**src/rtl/fetch_unit.sv**
```systemverilog
// -----------------------------------------------------------------------------
// fetch_unit
//   Instruction-fetch stage in front of the IF/ID pipeline register. It holds
//   the PC, runs a req/done handshake with a variable-latency instruction
//   memory, and presents one fetched instruction plus its sequential PC
//   (fetch address + 2) until the IF/ID register takes it. Branch redirects
//   from later stages squash in-flight or buffered fetches. Fetching stops
//   once a HALT instruction has been accepted, and resumes only on a redirect.
//
// Ports
//   clk            in   1   rising-edge clock
//   rst            in   1   asynchronous, active-low reset
//   en             in   1   IF/ID write enable; presented instruction taken
//   branch         in   1   one-cycle redirect pulse
//   branch_target  in   16  redirect address, sampled with branch
//   mem_req        out  1   memory request, held until mem_done
//   mem_addr       out  16  request address, stable while mem_req=1
//   mem_done       in   1   one-cycle pulse, mem_data valid
//   mem_data       in   16  instruction word
//   instruc        out  16  instruction to IF/ID (NOP_INSTR when not valid)
//   seq_PC         out  16  fetch address + 2 to IF/ID (0 when not valid)
//   valid          out  1   instruc/seq_PC carry a real instruction
//   halted         out  1   fetch stopped after a HALT
// -----------------------------------------------------------------------------
module fetch_unit #(
    parameter logic [15:0] RESET_PC  = 16'h0000,
    parameter logic [15:0] NOP_INSTR = 16'h1800,
    parameter logic [4:0]  HALT_OPC  = 5'b00000
) (
    input  logic        clk,
    input  logic        rst,
    input  logic        en,
    input  logic        branch,
    input  logic [15:0] branch_target,
    output logic        mem_req,
    output logic [15:0] mem_addr,
    input  logic        mem_done,
    input  logic [15:0] mem_data,
    output logic [15:0] instruc,
    output logic [15:0] seq_PC,
    output logic        valid,
    output logic        halted
);

    typedef enum logic [1:0] {
        S_WAIT,    // request outstanding
        S_HOLD,    // instruction buffered, waiting for en
        S_SQUASH,  // request outstanding but its data will be discarded
        S_HALTED   // HALT accepted, no requests
    } state_e;

    state_e      state_q, state_d;
    logic [15:0] pc_q, pc_d;      // next fetch address
    logic [15:0] addr_q, addr_d;  // address of the outstanding request
    logic [15:0] ibuf_q, ibuf_d;  // buffered instruction
    logic        enter_wait;

    // State register.
    // NOTE: sequential state uses non-blocking assignments so every register
    // samples pre-edge values, independent of the order of statements.
    always_ff @(posedge clk or negedge rst) begin
        if (!rst) begin
            state_q <= S_WAIT;
            pc_q    <= RESET_PC;
            addr_q  <= RESET_PC;
            ibuf_q  <= NOP_INSTR;
        end else begin
            state_q <= state_d;
            pc_q    <= pc_d;
            addr_q  <= addr_d;
            ibuf_q  <= ibuf_d;
        end
    end

    // Next-state logic.
    // NOTE: every signal written here gets a default first so no path leaves
    // it unassigned, which would otherwise infer a latch.
    always_comb begin
        state_d    = state_q;
        pc_d       = pc_q;
        addr_d     = addr_q;
        ibuf_d     = ibuf_q;
        enter_wait = 1'b0;

        unique case (state_q)
            S_WAIT: begin
                if (branch) begin
                    pc_d = branch_target;
                    // Data arriving with the redirect is stale: drop it and
                    // start the redirected fetch straight away.
                    if (mem_done) enter_wait = 1'b1;
                    else          state_d    = S_SQUASH;
                end else if (mem_done) begin
                    ibuf_d  = mem_data;
                    pc_d    = addr_q + 16'd2;
                    state_d = S_HOLD;
                end
            end
            S_SQUASH: begin
                // Request stays stable; latest redirect wins.
                if (branch)   pc_d       = branch_target;
                if (mem_done) enter_wait = 1'b1;
            end
            S_HOLD: begin
                if (branch) begin
                    pc_d       = branch_target;
                    ibuf_d     = NOP_INSTR;
                    enter_wait = 1'b1;
                end else if (en) begin
                    if (ibuf_q[15:11] == HALT_OPC) state_d    = S_HALTED;
                    else                           enter_wait = 1'b1;
                end
            end
            S_HALTED: begin
                if (branch) begin
                    pc_d       = branch_target;
                    enter_wait = 1'b1;
                end
            end
            default: state_d = S_WAIT;
        endcase

        // Every entry into WAIT (including re-entry) latches the new fetch
        // address, so a redirect issued this cycle is requested next cycle.
        if (enter_wait) begin
            state_d = S_WAIT;
            addr_d  = pc_d;
        end
    end

    // Reset leaves the state at WAIT; gating with rst keeps the request low
    // for as long as reset is asserted and lets it rise right after release.
    assign mem_req  = rst && ((state_q == S_WAIT) || (state_q == S_SQUASH));
    assign mem_addr = addr_q;
    assign valid    = (state_q == S_HOLD);
    assign halted   = (state_q == S_HALTED);
    assign instruc  = valid ? ibuf_q : NOP_INSTR;
    // In HOLD the PC has already advanced to the fetch address + 2, so it is
    // the sequential PC of the buffered instruction.
    assign seq_PC   = valid ? pc_q : 16'h0000;

endmodule

```
**config.mk**
```make
export PLATFORM = sky130hd
export DESIGN_NAME = fetch_unit
export DESIGN_NICKNAME = d
export VERILOG_FILES = /design/src/rtl/fetch_unit.sv
export SDC_FILE = /design/constraint.sdc
export NUM_CORES = 1
export LEC_CHECK = 0
export BUFFER_PORTS_ARGS = -buffer_cell sky130_fd_sc_hd__clkbuf_2
export CAP_MARGIN = 40
export CORE_ASPECT_RATIO = 0.6
export CORE_MARGIN = 1
export CORE_UTILIZATION = 35
export DETAILED_ROUTE_END_ITERATION = 12
export HOLD_SLACK_MARGIN = 0.05
export PLACE_DENSITY = 0.55
export SLEW_MARGIN = 5
export SYNTH_ARGS = -nofsm -noshare
export SYNTH_HDL_FRONTEND = slang
export SYNTH_SLANG_ARGS = --single-unit
export TNS_END_PERCENT = 5
```
**constraint.sdc**
```tcl
create_clock -name clk -period 2.5 [get_ports clk]
set_input_delay 0 -clock clk [delete_from_list [all_inputs] [get_ports clk]]
set_output_delay 0 -clock clk [all_outputs]
set_load 0.05 [all_outputs]
```
Word level (Yosys, flattened, before mapping) --
Index checks and enable logic that the tools add are counted.
Storage, ports and cells: input bits 37, register bits after elaboration 50, bits in read-only memories 0, RAM bits 0, output and inout bits 51, word-level logic and storage cells 50, bits in latches 0, memories kept 0
Cells by class: shifts and indexed selects 0, bitwise logic cells 0, multipliers 0, divide/modulo/power cells 0, add/subtract/negate cells 1, reduce and logical (&&, ||, !) cells 9, equality and inequality tests 11, mux-type cells 25, order comparisons 0
Operators with widths (count):
- $mux 16 | 8
- $pmux 16 s2 | 2
- $add 16x2->16 const B | 1
- $mux 2 | 7
- $ne 4x4->1 const B | 2
- $mux 1 | 6
- $ne 2x2->1 const B | 3
- $ne 3x2->1 const B | 2
- $reduce_and 6->1 | 1
- $logic_not 5->1 | 1
- $eq 2x2->1 const B | 2
- $pmux 1 s4 | 1
- $pmux 2 s2 | 1
- $reduce_and 4->1 | 1
- $ne 3x1->1 const B | 1
- $reduce_bool 3->1 | 1
- $reduce_or 3->1 | 1
- $eq 2x1->1 const B | 1
- $logic_not 2->1 | 1
- $reduce_bool 2->1 | 1
- $logic_and 1x1->1 | 1
- $logic_or 1x1->1 | 1

Logic depth before layout (Yosys ltp) --
Gate-level depths: netlist of the first run.
word-level depth 7, depth in mapped cells 7, mapped depth without buffers 6

Least setup slack after synthesis of the first run --
OpenSTA, ideal clock, no wires.
kind register to register, start point register addr_q[4] (netlist: mem_addr[4]), end point register addr_q[8] (netlist: mem_addr[8]), required time 2375 ps, arrival time 1961 ps, setup time 125 ps, stages on the path, launching flop included 6, period minus slack after synthesis 2086 ps, setup slack 414 ps, path buffers 0, path through dfrtp_1 -> nand4_1 -> or3_1 -> xnor2_1 -> a21o_1 -> mux2_4
On the way: cells in the longest elaborated chain, start to end 4
RTL lines:
- start: declaration | RTL line 54 | logic [15:0] addr_q, addr_d;
- start signal: assignment | RTL line 70 | addr_q <= addr_d;
- $add 16x2->16 | RTL line 95 | pc_d = addr_q + 16'd2;
- $mux 16 | RTL line 93 | end else if (mem_done) begin
- $mux 16 | RTL line 87 | if (branch) begin
- $pmux 16 s2 | RTL line 85 | unique case (state_q)
- named net pc_d[8] | RTL line 53 | logic [15:0] pc_q, pc_d;
The timed path passes the listed nets, and every way through them passes these cells. A chain may end at the register's enable or synchronous reset.

Worst setup path after layout of the first run --
start point register state_q[0], end point register addr_q[14] (netlist: mem_addr[14])
On the way: cells in the longest elaborated chain, start to end 3, elaborated cells between the ends (all ways) 7, classes of those cells eq/ne (3); mux (2); reduce/logical (2)
RTL lines:
- start: declaration | RTL line 52 | state_e state_q, state_d;
- start signal: assignment | RTL line 68 | state_q <= state_d;
- $eq 2x1->1 or $eq 2x2->1 (tied branches) | RTL line 85
- $reduce_or 3->1 (no line)
- $pmux 16 s2 | RTL line 85
Parallel ways exist; a longest one is shown, timed or not.

==> results.py, run 1 <==
metrics = {
    "worst_setup_path": {
        "required_ns": 2.67,
        "end_kind": "register",
        "cp_slowest_cell": "or3b_1",
        "slowest_delay_ns": 0.60,
        "crit_arrival_ns": 2.26,
        "path_cells": "or3b_1, nor2_4, and3_1, a31oi_1, mux2_4",
        "critPathLaunchType": "register",
        "crit_type": "register to register",
        "critPathMaxFanout": 13,
    },
    "yosys": {
        "synth_xor_area_share_pct": 3.23,
        "netlist_instances": 284,
        "synth-simple-area-share_pct": 24.1,
        "synth-edff-count": 0,
        "syn_nets": 322,
        "synth_fa_ha_area_share_pct": 0.462,
        "avgSynthCellArea_sq_um": 9.53,
        "syn_area_sq_mm": 0.00271,
        "async_reset_ff_share_pct": 100,
        "synth-seq-area-share_pct": 46.3,
        "synth_compound_area_share_pct": 14.0,
        "ys.flop_type": "dfrtp_1",
        "yosys_warnings": 0,
        "synthMuxAreaShare_pct": 8.60,
        "synth_top_family_by_area": "simple AND/OR/NAND/NOR gates",
        "yosysUniqueCellTypes": 47,
        "ys_seq_elements": 50,
    },
    "clock_network": {
        "clkTransAtPathRegs_ns": 0.06,
        "cts.sinks": 50,
        "clockBufferDepth": 2,
        "cts_max_level": 2,
        "root_buffer": "clkbuf_16",
        "cts_buffers": 5,
        "cts_resized": 0,
        "clkLatencyLatePin_ns": 0.28,
        "cts_tree": "built",
    },
    "cells_and_area": {
        "antenna_cells": 0,
        "nNetsFinal": 433,
        "final_cells": 499,
        "regArea_sq_mm": 0.00125,
        "drive_gt1_share_pct": 30.6,
        "multiInputGateArea_sq_mm": 0.00137,
        "syn2layout_area_growth_pct": 34.4,
        "fill_cells": 733,
    },
    "run_status": {
        "status": "completed",
    },
    "placed_design": {
        "dp_hpwl_mm": 5.07,
        "place_inst": 466,
        "numPortBuffers": 87,
        "pre_cts_ws_ns": 0.423,
        "place_congestion": 0.765,
    },
    "global_route": {
        "grt.total_usage_pct": 19.5,
        "grt_max_degree": 51,
        "grt_first_pass_wirelength_mm": 12.1,
        "gr-total-overflow": 0,
        "grt_pass1_vias": 2401,
        "antenna_found_initial": 0,
    },
    "sta": {
        "worstMarginPinSlew_ns": 0.787,
        "setup_viol": 0,
        "min_period_ns": 2.09,
        "fin_crit_sh_pct": 83.6,
        "clock_skew_ns": 0.00427,
        "setup_ws_ns": 0.411,
        "hold_viol": 0,
        "max_freq_ghz": 0.479,
        "relSlewSlack_pct": 47.5,
        "report.final.slew_viol_count": 0,
        "rsz0062_at_grt": "false",
        "final.setup.tns_ns": 0,
    },
    "floorplan": {
        "row_count": 24,
        "design.die.area_sq_mm": 0.00810,
        "fp.dieH_um": 70.1,
        "ioPinCount": 88,
        "initial_utilization_pct": 36.7,
        "die_x_um": 116,
        "core-area_sq_mm": 0.00739,
    },
    "route": {
        "dr_total_vias": 2391,
        "ant_nets": 0,
        "wire_per_inst_um": 14.4,
        "drtPass1Iterations": 5,
        "drt_iter0_drc": 113,
        "wl_mm": 7.18,
        "drc": 0,
        "vias_per_cell": 4.79,
    },
    "power": {
        "ir_drop_mv": 0.472,
        "finalPower_mw": 3.18,
        "pwr_density_cell_mw_per_mm2": 874,
        "p_leak_nw": 1.75,
    },
    "min_path": {
        "hold_path.class": "input pin to register",
    },
    "job": {
        "maxCapViolCount": 0,
    },
}
placed cells by master, fill, tap and decap left out, types with 2 or more instances in the layout:
| master | synthesis | layout |
|---|---|---|
| mux2_4 | 9 | 9 |
| dfrtp_1 | 48 | 48 |
| and2_1 | 31 | 31 |
| nand2b_1 | 5 | 5 |
| dfstp_2 | 2 | 2 |
| nand4_1 | 4 | 4 |
| xor2_1 | 4 | 4 |
| nor3_1 | 4 | 4 |
| nor2_1 | 10 | 10 |
| clkbuf_2 | 0 | 87 |
| or3_1 | 7 | 7 |
| a31oi_1 | 2 | 2 |
| a311oi_1 | 2 | 2 |
| buf_4 | 1 | 6 |
| clkbuf_16 | 0 | 5 |
| mux2i_1 | 3 | 3 |
| nand2_1 | 48 | 48 |
| clkbuf_1 | 8 | 2 |
| nand3_1 | 5 | 5 |
| nor2b_1 | 3 | 3 |
| a21o_1 | 4 | 4 |
| xnor2_1 | 6 | 6 |
| dlygate4sd3_1 | 0 | 26 |
| a21oi_1 | 10 | 10 |
| inv_1 | 4 | 4 |
| mux2_2 | 6 | 6 |
| o21ai_0 | 32 | 32 |
layout make-up:
class	instances	area share, %
tap	104	3.58
sequential	50	34.5
inverter	4	0.413
multi-input combinational	215	37.6
clock buffer	7	3.65
timing repair buffer	119	20.4
routing by layer:
layer	share of wire [%]	global-route usage, %
met5	0	0
met4	0.72	4.76
met3	5.0	4.69
met2	43	28.7
met1	51	28.5
Yosys cell counts (all sizes together), types with 5 or more instances:
| master | instances | share of area, % |
|---|---|---|
| and2 | 31 | 7.2 |
| nand2 | 48 | 6.7 |
| nand2b | 5 | 1.2 |
| clkbuf | 8 | 1.1 |
| xnor2 | 6 | 1.9 |
| o21ai | 34 | 6.7 |
| or3 | 7 | 1.6 |
| nand3 | 5 | 0.92 |
| a21oi | 10 | 1.8 |
| mux2 | 15 | 7.5 |
| dfrtp | 48 | 44 |
| buf | 7 | 1.6 |
| nor2 | 11 | 1.8 |
where the power goes:
part | leakage [nW] | internal, mW | switching (mW) | total (mW)
Combinational | 1.09 | 0.431 | 0.836 | 1.27
Sequential | 0.598 | 1.04 | 0.231 | 1.27
Clock | 0.0640 | 0.367 | 0.276 | 0.643
cells by family after synthesis:
| logic type | Yosys count |
|---|---|
| compound gates | 61 |
| xor+xnor | 10 |
| fa+ha+maj | 1 |
| buf+inv | 19 |
| flops | 50 |
| mux | 18 |
| simple gates | 125 |
path summary, 6_finish.rpt:
kind                                        start                  endpoint  slack, ns  cells past startpoint
setup reg to reg           state_q[0]$_DFFE_PN0P_  mem_addr[14]$_DFFE_PN0N_       0.41                      5
min in group asynchronous                     rst         pc_q[1]$_DFF_PN0_       0.47                      3
setup / recovery           state_q[0]$_DFFE_PN0P_  mem_addr[14]$_DFFE_PN0N_       0.41                      5
hold / removal                  branch_target[12]        pc_q[12]$_DFF_PN0_       0.06                      3
max in group asynchronous                     rst    state_q[0]$_DFFE_PN0P_       1.59                      3
hold reg to reg             ibuf_q[0]$_DFFE_PN0P_     ibuf_q[0]$_DFFE_PN0P_       0.48                      2
metrics by stage:
stage	hold WS, ns	area, sq um	util (%)
detailed placement	0.232	3250	43.9
floorplan	-0.296	2710	-
global placement	0.228	3250	43.9
CTS	0.0639	3640	49.3
finish	0.0637	3640	49.3
global route	0.0619	3640	49.3
state kept, by name, indices dropped and copies added (netlist names):
name and count:
state_q 2, mem_addr 16, pc_q 16, ibuf_q 16
worst max-delay path: cells and delay by family (launching register included):
family | cells | cell delay [ns]
AO/OA/AOI/OAI | 1 | 0.09
flip-flops | 1 | 0.52
AND/OR/NAND/NOR | 3 | 1.10
multiplexers | 1 | 0.27
timing repair:
item / CTS / global route
hold endpoints to repair: 73 / 0
setup buffers: 0 / 0
hold buffers: 26 / 0
Note: power is estimated with default switching activity, not from simulation.
==> run 2: changes to the inputs <==
PLACE_DENSITY = 0.57   (was 0.55)
clock period = 1.8 ns   (was 2.5 ns; I/O delays follow)
==> run 2 against run 1 <==
Net effect:
- design area grew 12%
- setup slack lost 0.41 ns
- first-iteration DRC count shrank 11%
- critical path depth is the same
- largest power group is now combinational logic
- hold slack lost 0.0017 ns
==> results.py, run 2 (same netlist as run 1, synthesis figures left out) <==
metrics = {
    "run_status": {
        "status": "completed",
    },
    "global_route": {
        "grt_pass1_vias": 2545,
        "antenna_found_initial": 0,
        "grt.total_usage_pct": 20.4,
        "gr-total-overflow": 0,
        "grt_max_degree": 33,
        "grt_first_pass_wirelength_mm": 12.6,
    },
    "power": {
        "pwr_density_cell_mw_per_mm2": 1160,
        "p_leak_nw": 1.92,
        "finalPower_mw": 4.72,
        "ir_drop_mv": 0.660,
    },
    "sta": {
        "final.setup.tns_ns": 0,
        "rsz0062_at_grt": "true",
        "report.final.slew_viol_count": 0,
        "min_period_ns": 1.80,
        "fin_crit_sh_pct": 99.9,
        "hold_viol": 0,
        "relSlewSlack_pct": 72.2,
        "clock_skew_ns": 0.00563,
        "setup_viol": 0,
        "max_freq_ghz": 0.556,
        "worstMarginPinSlew_ns": 0.417,
    },
    "clock_network": {
        "root_buffer": "clkbuf_16",
        "clkLatencyLatePin_ns": 0.29,
        "clockBufferDepth": 2,
        "clkTransAtPathRegs_ns": 0.07,
        "cts_buffers": 5,
        "cts_tree": "built",
        "cts_max_level": 2,
        "cts_setup_buffers": 0,
        "cts.sinks": 50,
    },
    "route": {
        "ant_nets": 0,
        "drtPass1Iterations": 4,
        "wire_per_inst_um": 14.3,
        "drt_iter0_drc": 101,
        "vias_per_cell": 4.64,
        "wl_mm": 7.46,
        "drc": 0,
        "dr_total_vias": 2415,
    },
    "worst_setup_path": {
        "end_kind": "register",
        "rr_startpoint": "ibuf_q[12]$_DFFE_PN1P_",
        "critPathLaunchType": "register",
        "critPathMaxFanout": 17,
        "rr_endpoint": "mem_addr[13]$_DFFE_PN0N_",
        "r2r_slack_ns": 0.002,
        "crit_arrival_ns": 1.97,
        "crit_type": "register to register",
        "worstRegToRegCells": 5,
        "required_ns": 1.97,
    },
    "placed_design": {
        "numPortBuffers": 87,
        "dp_hpwl_mm": 5.20,
        "place_congestion": 0.757,
        "place_inst": 484,
        "place_area_sq_mm": 0.00361,
    },
    "min_path": {
        "whs_endpoint": "pc_q[11]$_DFF_PN0_",
        "hold_depth": 3,
        "worstHoldStart": "branch_target[11]",
        "hold_path.class": "input pin to register",
    },
    "floorplan": {
        "fp.dieH_um": 70.1,
        "row_count": 24,
        "design.die.area_sq_mm": 0.00810,
        "die_x_um": 116,
        "ioPinCount": 88,
        "initial_utilization_pct": 36.7,
        "core-area_sq_mm": 0.00739,
    },
    "job": {
        "maxCapViolCount": 0,
    },
    "cells_and_area": {
        "syn2layout_area_growth_pct": 50.7,
        "antenna_cells": 0,
        "postLayoutCellArea_sq_mm": 0.00408,
        "nNetsFinal": 453,
        "layout_common_cells": "clkbuf_2, nand2_1, dfrtp_1, o21ai_0, and2_1",
        "final_common_cell": "clkbuf_2",
        "drive_gt1_share_pct": 36.1,
        "final_cells": 520,
    },
}
run 2: cell count changes in the layout (fill, tap and decap cells not counted), sizes merged:
cell	before	now
dlygate4sd3	26	28
clkbuf	94	70
buf	6	48
clkinv	0	1
run 2: power breakdown:
group | total [mW] | switching [mW] | internal (mW)
logic | 2.02 | 1.24 | 0.776
clock network | 0.969 | 0.417 | 0.553
registers | 1.74 | 0.284 | 1.45
total | 4.72 | 1.94 | 2.78
run 2: critical path: stages, from the launching register on:
cell and delay (ns):
dfstp_2 0.37, or4_4 0.54, o21ai_4 0.17, a31oi_4 0.11, buf_12 0.18, mux2_4 0.30
run 2: cell type report:
type	count	area, sq um
clock buffers	7	143
clock inverters	1	5.00
fillers	694	3310
inverters	4	15.0
multi-input cells	215	1390
flip-flops and latches	50	1260
well taps	104	130
repair buffers	139	1140
run 2: through the flow:
stage               utilization [%]  hold WS, ns  setup slack (ns)
detailed placement             48.9       0.0909           0.00196
global route                   55.3       0.0900           -0.0513
floorplan                         -       -0.296            -0.130
CTS                            54.7       0.0532          -0.00247
finish                         55.3       0.0619           0.00167
global placement               48.9       0.0889            0.0233
run 2: how the worst max path moves through the flow:
| stage | startpoint | endpoint | slack, ns | depth (start not counted) |
|---|---|---|---|---|
| 6_report | ibuf_q[12]$_DFFE_PN1P_ | mem_addr[13]$_DFFE_PN0N_ | 0.002 | 5 |
| 5_1_grt | ibuf_q[12]$_DFFE_PN1P_ | mem_addr[13]$_DFFE_PN0N_ | -0.05 | 5 |
| 4_1_cts | ibuf_q[12]$_DFFE_PN1P_ | mem_addr[9]$_DFFE_PN0N_ | -0.002 | 5 |
| 3_5_place_dp | ibuf_q[12]$_DFFE_PN1P_ | mem_addr[9]$_DFFE_PN0N_ | 0.002 | 5 |
| 3_3_place_gp | ibuf_q[12]$_DFFE_PN1P_ | mem_addr[8]$_DFFE_PN0N_ | 0.02 | 5 |
| 2_1_floorplan | mem_addr[7]$_DFFE_PN0N_ | mem_addr[8]$_DFFE_PN0N_ | -0.13 | 5 |
run 2: layer usage:
layer / up-vias / wire length (um) / part of all wire (%) / global-route usage (%)
met5: - / 0 / 0 / 0
met4: 0 / 21 / 0.28 / 4.62
met3: 2 / 324 / 4.3 / 4.60
met2: 48 / 3280 / 44 / 30.7
met1: 1129 / 3830 / 51 / 29.7
li1: 1236 / - / - / -
run 2: what timing repair did:
item / in CTS / in global routing
hold buffers: 28 / 0
resized for setup: 2 / 26
cloned: 0 / 0
hold endpoints to repair: 75 / 0
endpoints found under the setup margin: 4 / 38
==> run 3: changes to the inputs <==
ABC_AREA = 1   (was unset)
PLACE_DENSITY = 0.56   (was 0.57)
==> run 3 against run 2 <==
Net effect:
- sequential share of layout area increased by 1.5 points
- final cell count grew 21%
- power rose by 40%
- clock skew down 0.0023 ns
- synthesized cell count grew 41%
- critical path depth stayed put
==> results.py, run 3 <==
metrics = {
    "run_status": {
        "status": "completed",
    },
    "worst_setup_path": {
        "cp_num_buf_inv": 3,
        "critPathLaunchType": "register",
        "crit_type": "register to output port",
        "path_depth": 5,
        "cp_slowest_cell": "dfrtp_1",
        "end_kind": "output port",
        "critPathMaxFanout": 46,
        "required_ns": 1.80,
        "crit_arrival_ns": 1.68,
        "rr_startpoint": "mem_addr[1]$_DFFE_PN0N_",
        "rr_endpoint": "mem_addr[5]$_DFFE_PN0N_",
        "path_cells": "nor2_4, inv_1, buf_12, nor2_1, clkbuf_2",
        "r2r_slack_ns": 0.16,
        "cp_top_family": "buffers and inverters",
        "slowest_delay_ns": 0.46,
        "worstRegToRegCells": 8,
    },
    "placed_design": {
        "dp_hpwl_mm": 5.55,
        "place_congestion": 0.812,
        "numPortBuffers": 87,
        "pre_cts_ws_ns": 0.140,
    },
    "global_route": {
        "antenna_found_initial": 0,
        "grt_pass1_vias": 2668,
        "grt_first_pass_wirelength_mm": 13.2,
        "gr-total-overflow": 0,
        "grt.total_usage_pct": 19.9,
        "grt_max_degree": 51,
    },
    "yosys": {
        "netlist_instances": 401,
        "ys_seq_elements": 50,
        "synthTopCellsByArea": "dfrtp_1, nand2_1, inv_1, nor2_1, nand3_1",
        "syn_nets": 439,
        "synth-seq-area-share_pct": 44.0,
        "synth-edff-count": 0,
        "avgSynthCellArea_sq_um": 7.10,
        "yosysTopAreaCell": "dfrtp_1",
        "ys.flop_type": "dfrtp_1",
        "syn_area_sq_mm": 0.00285,
        "yosysUniqueCellTypes": 29,
        "async_reset_ff_share_pct": 100,
        "synthTopCellsByCount": "nand2_1, inv_1, nor2_1",
        "synth.most_common_cell": "nand2_1",
        "yosys_warnings": 0,
        "yosys.area.top_type_share_pct": 42.2,
    },
    "clock_network": {
        "cts.sinks": 50,
        "cts_buffers": 5,
        "clkLatencyLatePin_ns": 0.29,
        "clkTransAtPathRegs_ns": 0.07,
        "cts_tree": "built",
        "clockBufferDepth": 2,
        "cts_max_level": 2,
        "cts_setup_buffers": 0,
        "root_buffer": "clkbuf_16",
    },
    "min_path": {
        "hold_depth": 5,
        "whs_endpoint": "state_q[0]$_DFFE_PN0P_",
        "worstHoldStart": "en",
        "hold_path.class": "input pin to register",
    },
    "route": {
        "vias_per_cell": 4.67,
        "wire_per_inst_um": 12.8,
        "wl_mm": 8.04,
        "dr_total_vias": 2928,
        "drt_iter0_drc": 195,
        "drtPass1Iterations": 5,
        "drc": 0,
        "ant_nets": 0,
    },
    "cells_and_area": {
        "fill_cells": 806,
        "syn2layout_area_growth_pct": 36.2,
        "antenna_cells": 0,
        "layout_common_cells": "nand2_1, clkbuf_2, inv_1, nor2_1, dfrtp_1",
        "drive_gt1_share_pct": 22.5,
        "nNetsFinal": 556,
        "final_common_cell": "nand2_1",
    },
    "floorplan": {
        "ioPinCount": 88,
        "core-area_sq_mm": 0.00788,
        "design.die.area_sq_mm": 0.00851,
        "fp.dieH_um": 71.9,
        "die_x_um": 118,
        "row_count": 25,
        "initial_utilization_pct": 36.1,
    },
    "power": {
        "p_leak_nw": 2.05,
        "swShare_pct": 52.3,
        "comb_power_share_pct": 53.8,
        "pwr_density_cell_mw_per_mm2": 1710,
        "clkPwrFrac_pct": 15.6,
        "p_seq_share_pct": 30.6,
        "internal_power_mw": 3.16,
        "ir_drop_mv": 0.725,
        "switching_power_mw": 3.47,
    },
    "sta": {
        "relSlewSlack_pct": 56.1,
        "report.final.slew_viol_count": 0,
        "worstMarginPinSlew_ns": 0.658,
        "setup_ws_ns": 0.117,
        "hold_viol": 0,
        "rsz0062_at_grt": "false",
        "fin_crit_sh_pct": 93.5,
        "setup_viol": 0,
        "final.setup.tns_ns": 0,
        "clock_skew_ns": 0.00332,
        "max_freq_ghz": 0.594,
        "min_period_ns": 1.68,
    },
    "job": {
        "maxCapViolCount": 0,
    },
}
[run 3: cell count changes after synthesis, moves of 12 or more]
| cell | delta |
|---|---|
| nand2_1 | +67 |
| inv_1 | +46 |
| nor2_1 | +40 |
| and2_1 | -31 |
| nand3_1 | +25 |
| a21oi_1 | +12 |
[run 3: cell type report]
class,instances,area (sq um),share of cell area (%)
multi-input combinational,280,1280,33.0
inverter,54,208,5.36
clock buffer,8,166,4.29
sequential,50,1250,32.4
tap,108,135,3.49
timing repair buffer,127,833,21.5
[run 3: stage by stage]
stage          instances  hold slack, ns  power, mW  util (%)  instance area, sq um
6_report             627           0.199       6.63      49.2                  3880
2_1_floorplan        401          -0.296       4.70         -                  2850
5_1_grt              627           0.241       7.14      49.2                  3880
3_3_place_gp         586           0.201       5.49      42.8                  3370
3_5_place_dp         586           0.198       5.53      42.8                  3370
4_1_cts              627           0.191       6.66      49.1                  3870
[run 3: cells by family after synthesis]
family | after synthesis | share of synthesized area [%]
simple gates | 211 | 31.0
buf+inv | 71 | 11.1
compound gates | 64 | 12.2
flops | 50 | 44.0
xor+xnor | 4 | 1.23
fa+ha+maj | 1 | 0.439
[run 3: power groups by stage]
stage	clock network (mW)	logic, mW	registers [mW]
after detailed placement	0	3.49	2.04
after global placement	0	3.46	2.03
after floorplan	0	2.17	2.54
after CTS	1.07	3.57	2.02
final	1.03	3.57	2.03
after global routing	1.12	3.93	2.10
[run 3: worst max path at each step]
stage / slack, ns / end / start
after floorplan: -0.12 / instruc[0] / state_q[0]$_DFFE_PN0P_
after global placement: 0.15 / mem_addr[5]$_DFFE_PN0N_ / mem_addr[1]$_DFFE_PN0N_
after detailed placement: 0.14 / mem_addr[5]$_DFFE_PN0N_ / mem_addr[1]$_DFFE_PN0N_
after CTS: 0.03 / instruc[8] / state_q[0]$_DFFE_PN0P_
after global routing: 0.01 / mem_addr[5]$_DFFE_PN0N_ / mem_addr[1]$_DFFE_PN0N_
final: 0.12 / instruc[10] / state_q[1]$_DFFE_PN0P_
[run 3: metal layers]
layer	track usage, %	vias up	routed length (um)	share of wire (%)
met5	0	-	0	0
met4	4.92	0	47	0.58
met3	3.90	4	355	4.4
met2	30.1	64	3420	43
met1	29.2	1360	4220	52
li1	-	1500	-	-
[run 3: worst min-delay path, delay by kind of cell]
family | cells | cell delay (ns)
simple gates | 3 | 0.28
compound gates | 1 | 0.06
buf+inv | 1 | 0.10
[run 3: timing repair]
item,in CTS,in global routing
resized for setup,0,12
hold endpoints to repair,84,0
hold buffers,33,0
setup endpoints to repair,0,32
